## src/rtl/mult_share_arb.sv

```systemverilog
// rtl/mult_share_arb.sv - round-robin scheduler sharing one pipelined multiplier
// Optional build macro: MULT_SHARE_PRIO0_EN (requester 0 gets strict priority).
module mult_share_arb #(
    parameter int N_REQ   = 4,
    parameter int R       = 14,
    parameter int MUL_LAT = 5,
    parameter int IDW     = 2
) (
    input  logic                 clk,
    input  logic                 rstn,
    input  logic                 en,
    input  logic [N_REQ-1:0]     req_valid,
    input  logic [N_REQ*R-1:0]   req_a,
    input  logic [N_REQ*R-1:0]   req_b,
    output logic [N_REQ-1:0]     req_ready,
    output logic [R-1:0]         mul_a,
    output logic [R-1:0]         mul_b,
    input  logic [2*R-1:0]       mul_p,
    output logic                 res_valid,
    output logic [IDW-1:0]       res_id,
    output logic [2*R-1:0]       res_p,
    output logic                 busy
);

    logic [IDW-1:0]   ptr_q, ptr_d;
    logic [IDW-1:0]   gnt_id;
    logic             gnt_any;
    int               cand;

    logic [R-1:0]     mul_a_q, mul_b_q;
    logic [MUL_LAT:0] vld_q;
    logic [IDW-1:0]   id_q [MUL_LAT+1];
    logic             res_valid_q;
    logic [IDW-1:0]   res_id_q;
    logic [2*R-1:0]   res_p_q;

    always_comb begin
        req_ready = '0;
        gnt_id    = '0;
        gnt_any   = 1'b0;
        ptr_d     = ptr_q;
        cand      = 0;
`ifdef MULT_SHARE_PRIO0_EN
        // Requester 0 bypasses the rotation; ptr only tracks requesters 1..N_REQ-1.
        if (en && req_valid[0]) begin
            gnt_any = 1'b1;
        end else if (en) begin
            for (int k = 1; k < N_REQ; k++) begin
                cand = int'(ptr_q) + k;
                if (cand > N_REQ - 1) cand = cand - (N_REQ - 1);
                if (!gnt_any && req_valid[cand]) begin
                    gnt_any = 1'b1;
                    gnt_id  = IDW'(cand);
                    ptr_d   = IDW'(cand);
                end
            end
        end
`else
        if (en) begin
            for (int k = 1; k <= N_REQ; k++) begin
                cand = int'(ptr_q) + k;
                if (cand >= N_REQ) cand = cand - N_REQ;
                if (!gnt_any && req_valid[cand]) begin
                    gnt_any = 1'b1;
                    gnt_id  = IDW'(cand);
                    ptr_d   = IDW'(cand);
                end
            end
        end
`endif
        if (gnt_any) req_ready[gnt_id] = 1'b1;
    end

    // Tag pipeline is one stage longer than the multiplier so the last stage
    // lines up with mul_p for the operands issued from mul_a_q/mul_b_q.
    always_ff @(posedge clk or negedge rstn) begin
        if (!rstn) begin
            ptr_q       <= IDW'(N_REQ - 1);
            mul_a_q     <= '0;
            mul_b_q     <= '0;
            vld_q       <= '0;
            for (int i = 0; i <= MUL_LAT; i++) id_q[i] <= '0;
            res_valid_q <= 1'b0;
            res_id_q    <= '0;
            res_p_q     <= '0;
        end else begin
            if (gnt_any) begin
                mul_a_q <= req_a[gnt_id*R +: R];
                mul_b_q <= req_b[gnt_id*R +: R];
            end
            ptr_q   <= ptr_d;
            vld_q   <= {vld_q[MUL_LAT-1:0], gnt_any};
            id_q[0] <= gnt_id;
            for (int i = 1; i <= MUL_LAT; i++) id_q[i] <= id_q[i-1];
            res_valid_q <= vld_q[MUL_LAT];
            res_id_q    <= id_q[MUL_LAT];
            res_p_q     <= mul_p;
        end
    end

    assign mul_a     = mul_a_q;
    assign mul_b     = mul_b_q;
    assign res_valid = res_valid_q;
    assign res_id    = res_id_q;
    assign res_p     = res_p_q;
    assign busy      = (|vld_q) | res_valid_q;

endmodule

```

## config.mk

```make
export PLATFORM = sky130hd
export DESIGN_NAME = mult_share_arb
export DESIGN_NICKNAME = d
export VERILOG_FILES = /design/src/rtl/mult_share_arb.sv
export SDC_FILE = /design/constraint.sdc
export NUM_CORES = 1
export LEC_CHECK = 0
export ABC_AREA = 1
export CAP_MARGIN = 10
export CORE_ASPECT_RATIO = 0.6
export CORE_MARGIN = 2
export CORE_UTILIZATION = 43
export DETAILED_ROUTE_END_ITERATION = 16
export PLACE_DENSITY = 0.9
export SLEW_MARGIN = 20
export SYNTH_ARGS = -nofsm -noshare
export SYNTH_HDL_FRONTEND = slang
export SYNTH_SLANG_ARGS = --single-unit
```

## constraint.sdc

```tcl
create_clock -name clk -period 3.93 [get_ports clk]
set_input_delay 0.786 -clock clk [delete_from_list [all_inputs] [get_ports clk]]
set_output_delay 0.786 -clock clk [all_outputs]
set_load 0.05 [all_outputs]
```

# --- After elaboration in Yosys (flattened, before gate mapping) ---
# Index checks and enable logic that the tools add are counted.
totals:
  ff_bits: 79
  inputBits: 147
  output_inout_bits: 64
  elab_cells: 85
op_classes:
  n_addsub: 8
  n_mul: 1
  n_lt_le_gt_ge: 10
  shifts: 2
  mux: 40
  n_bitwise: 1
  n_reduce_logical: 10
op_table:
  columns: ["cell", "n"]
  rows:
  - ["$mux 32", 8]
  - ["$lt 32x4->1 const B", 4]
  - ["$shiftx 56x7->14", 2]
  - ["$mux 2", 9]
  - ["$mux 1", 17]
  - ["$sub 3x3->4 const B", 3]
  - ["$ge 3x3->1 const B", 3]
  - ["$bmux 1 s2", 4]
  - ["$add 2x2->3 const B", 2]
  - ["$reduce_or 6->1", 1]
  - ["$mul 2x3->5 const B", 1]
  - ["$sub 4x3->5 const B", 1]
  - ["$add 2x3->4 const B", 1]
  - ["$ge 4x3->1 const B", 1]
  - ["$logic_and 1x1->1", 4]
  - ["$mux 4", 1]
  - ["$reduce_bool 4->1", 1]
  - ["$add 2x1->3 const B", 1]
  - ["$logic_not 1->1", 3]
  - ["$lt 2x3->1 const B", 1]
  - ["$demux 1 s2", 1]
  - ["$ge 2x1->1 const B", 1]
  - ["$reduce_and 2->1", 1]
  - ["$or 1x1->1", 1]

# --- Depth between registers and ports, before layout ---
depth:
  depth_word: 26
  depth_mapped: 18
  mapped_depth_nobuf: 15

# --- Worst setup path after synthesis ---
# OpenSTA, ideal clock, no wires.
synth_timing:
  path_kind: "input to output"
  from: "input port req_valid[1]"
  to: "output port req_ready[0]"
  t_arrival_ps: 2793
  required_ps: 3144
  slack_ps: 351
  stages: 11
  n_path_buf: 1
  path_cell_list: "inv_1 nand2_1 nand3_1 nand2_1 nor2_8 nand2_2 nand3_2 nand3_4 buf_2 inv_1 nor3_1"
synth_between:
  elab_chain_len: 22
  word_cells_on_any_way: 37
  cone_classes: "order compare: 2; mux: 28; reduce/logical: 7"
synth_rtl:
  columns: ["element", "line", "source"]
  rows:
  - ["from (decl)", "12", "input logic [N_REQ-1:0] req_valid,"]
  - ["$bmux 1 s2", "63", "if (!gnt_any && req_valid[cand]) begin"]
  - ["$mux 1 (implied by the code) (2 in a row)", "63", null]
  - ["$mux 1", "63", null]
  - ["$mux 1", "59", "if (en) begin"]
  - ["$logic_not 1->1", "63", null]
  - ["$logic_and 1x1->1", "63", null]
  - ["$mux 1", "63", null]
  - ["$mux 1", "59", null]
  - ["[... 6 more ...]", null, null]
  - ["$mux 2 *", "63", null]
  - ["$mux 2 *", "59", null]
  - ["named net gnt_id[0]", "26", "logic [IDW-1:0] gnt_id;"]
  - ["$lt 2x3->1 (implied by the code) or $ge 2x1->1 (tied branches)", "71", "if (gnt_any) req_ready[gnt_id] = 1'b1;"]
  - ["$logic_and 1x1->1 (implied by the code)", "71", null]
  - ["$mux 1 (implied by the code)", "71", null]
  - ["$demux 1 s2 *", "71", null]
  - ["$mux 4 *", "71", null]
  - ["to (decl)", "15", "output logic [N_REQ-1:0] req_ready,"]
# Mark *: on every way through the listed nets, which the timed path passes. The rest lies on a longest branch. The select of a mux whose other input is x is not followed.

# --- Final worst setup path ---
layout_timing:
  from: "input port req_valid[2]"
  to: "output port req_ready[1]"
layout_between:
  elab_chain_len: 22
  word_cells_on_any_way: 37
  cone_classes: "order compare: 2; mux: 28; reduce/logical: 7"
layout_rtl:
  columns: ["element", "line"]
  rows:
  - ["$bmux 1 s2", "63"]
  - ["$mux 1 (implied by the code) (2 in a row)", "63"]
  - ["$mux 1", "63"]
  - ["$mux 1", "59"]
  - ["$logic_not 1->1", "63"]
  - ["$logic_and 1x1->1", "63"]
  - ["$mux 1", "63"]
  - ["$mux 1", "59"]
  - ["[... 5 more ...]", null]
  - ["$logic_and 1x1->1", "63"]
  - ["$mux 2", "63"]
  - ["$mux 2", "59"]
  - ["$lt 2x3->1 (implied by the code) or $ge 2x1->1 (tied branches)", "71"]
  - ["$logic_and 1x1->1 (implied by the code)", "71"]
  - ["$mux 1 (implied by the code)", "71"]
  - ["$demux 1 s2", "71"]
  - ["$mux 4 *", "71"]
# Mark *: on every way between the ends. The rest lies on a longest branch, timed or not. The select of a mux whose other input is x is not followed.

==> flow_summary.toml <==
[floorplan]
die_w_um = 129
coreArea_um2 = 9120
fp.dieArea_um2 = 10100
fp.dieH_um = 78.8
start_util_pct = 43.9
rows = 27
pin_count = 211

[power]
p_per_area_nw_per_um2 = 824
p_leak_nw = 3.15
swShare_pct = 50.8
peakVddDrop_v = 0.000546
p_int_mw = 2.60
finalPower_mw = 5.29
seqPwrFrac_pct = 22.9
clock_power_share_pct = 15.5
power_switching_mw = 2.69
comb_power_share_pct = 61.6

[sta]
setup_tns_ps = 0
period_needed_ps = 3700
max_slew_margin_pct = 34.7
slew_violations = 0
worst_pin_slew_ps = 980
rsz0062_at_grt = "false"
whs_ps = 349
final_hold_viol_count = 0
skew_ps = 6.16
finalSetupViolCount = 0
timing.fmax_mhz = 270
finalCritPeriodShare_pct = 94.2

[synthesis]
ys.flop_type = "dfrtp_1"
synth_seq_cells = 79
async_reset_ff_share_pct = 100
synth_commonest_cells = "305 x nand2_1, 77 x dfrtp_1, 58 x nand4_1"
synth_top_area_share_pct = 48.1
yosys.area.top_type = "dfrtp_1"
syn_area_per_cell_um2 = 7.63
synth.most_common_cell = "nand2_1"
synthCells = 525
synth_seq_area_share_pct = 49.4
syn_area_um2 = 4010
synth_warnings = 0
synth.net_count = 672
synth_edf_count = 0
synth.area.top_cells = "dfrtp_1 48%, nand2_1 29%, nand4_1 9.1%"
synth_cell_type_count = 26

[critical_path]
crit_type = "in -> out"
endpoint_kind = "primary output"
crit_chain = "clkdlybuf4s50_1 -> inv_1 -> nand2_1 -> nand2_1 -> o21ai_1 -> nand3_2 -> nand4_1 -> nand3_1 -> inv_2 -> buf_4 -> nor2_1 -> buf_4"
slowest_stage = "clkdlybuf4s50_1"
worstSetupStartpointType = "primary input"
cp_slowest_stage_delay_ps = 470
crit_path_max_fanout = 15
cp.required_ps = 3140
worstPathArrival_ps = 2920
crit_start = "req_valid[2]"
r2r-start = "ptr_q[0]"

[run_status]
outcome = "finished clean"

[route]
via_count = 4355
drc = 0
drt-total-wl_um = 13200
detail_route.first_pass.iterations = 5
drt-wirelength-per-cell_um = 15.8
final_antenna_net_count = 0
drt_iter0_drc = 373
routed_via_density = 5.18

[finish]
fillers = 708
num_antenna_cells = 0
final_util_pct = 70.3
synthToLayoutAreaGrowth_pct = 60.1
nets = 866
drive_gt1_share_pct = 7.18

[cts]
clock-sinks = 79
cts-htree-levels = 3
postCtsSetupRepairBufs = 0
root_buffer = "clkbuf_16"
cts-resized-gates = 0
clk_pin_slew_worst_paths_ps = 60
cts_hold_buf = 0
clock_latency_ps = 330
cts_tree = "done"
clockBufferDepth = 2
cts_buffers = 9

[placement]
routabilityCongestion = 0.925
portBuffers = 210
dp_hpwl_um = 9460

[global_routing]
grt_use_met3_pct = 7.48
antenna_found_initial = 0
top_usage_layer = "met2"
use_met2_pct = 44.0
grt_use_met1_pct = 33.8
grt_max_degree = 80
grtUsageTotal_pct = 26.2
grt_pass1_wl_um = 20800
grt_pass1_vias = 4158
overflow = 0

[worst_hold_path]
min_path_type = "reg -> reg"
holdCritStartpoint = "id_q[2]"

[run]
maxCapViolCount = 0
## worst paths after layout
| check | to | slack, ps | depth (start not counted) |
|---|---|---|---|
| hold reg to reg | id_q[0] | 350 | 0 |
| setup reg to reg | mul_a[5] | 990 | 11 |
| min in group asynchronous | res_p[1] | 600 | 1 |
| setup / recovery | req_ready[1] | 230 | 12 |
| max in group asynchronous | mul_a[5] | 2680 | 1 |
| hold / removal | id_q[0] | 350 | 0 |
## power groups by stage
stage	logic (mW)	clock network (mW)	registers [mW]
3_3_place_gp	3.11	0	1.21
5_1_grt	3.52	0.873	1.23
4_1_cts	3.24	0.844	1.21
3_5_place_dp	3.22	0	1.22
2_1_floorplan	1.81	0	1.74
6_report	3.26	0.818	1.21
## registers in the layout, summed over array words and instances, names as in the netlist
name	count
vld_q	6
mul_a	14
mul_b	14
res_valid	1
res_p	28
id_q	12
res_id	2
ptr_q	2
## layer usage
| metal | share of wire [%] | routed length [um] |
|---|---|---|
| met1 | 41 | 5460 |
| met2 | 47 | 6230 |
| met3 | 9.9 | 1310 |
| met4 | 1.7 | 230 |
| met5 | 0 | 0 |
## cells in the final DEF, fill, tap and decap left out, types with 2 or more instances in the layout
cell	netlist	routed
nor3_1	2	2
buf_4	6	14
o21ai_0	2	2
nand4_1	58	58
nor2_1	3	3
nand3_1	6	6
nand3_2	2	2
inv_1	8	8
inv_6	1	2
nand3_4	2	2
inv_2	3	3
o21ai_1	3	2
clkinvlp_4	0	3
clkdlybuf4s50_1	0	204
dfrtp_1	77	77
buf_12	0	2
clkbuf_16	0	9
dfstp_2	2	2
nand2_1	305	305
nand2_2	6	6
## per-stage QoR
stage	instances	instance area [um2]	worst slack, ps
floorplan	525	4010	351
global placement	824	6110	459
detailed placement	824	6110	314
CTS	840	6410	311
global route	840	6410	75.2
finish	840	6410	226
## area by class of cell
class	instances	area [um2]	area share, %
Multi-Input combinational cell	396	1750	27.2
Tap cell	116	145	2.26
Clock inverter	6	70.1	1.09
Sequential cell	79	1980	30.9
Clock buffer	10	229	3.57
Timing Repair Buffer	221	2190	34.2
Inverter	12	50.0	0.780
## cells by family (layout without fill, tap and decap cells)
family                 Yosys count  after routing  synth area share (%)
AND/OR/NAND/NOR                388            388                  42.3
flip-flops                      79             79                  49.4
buffers and inverters           50            249                  7.06
AO/OA/AOI/OAI                    7              7                 0.968
XOR/XNOR                         1              1                 0.219
## worst max-delay path, delay by kind of cell
| kind | cells | cell delay, ps |
|---|---|---|
| AO/OA/AOI/OAI | 1 | 330 |
| AND/OR/NAND/NOR | 6 | 730 |
| buffers and inverters | 5 | 1080 |
(Power assumes the default switching activity.)
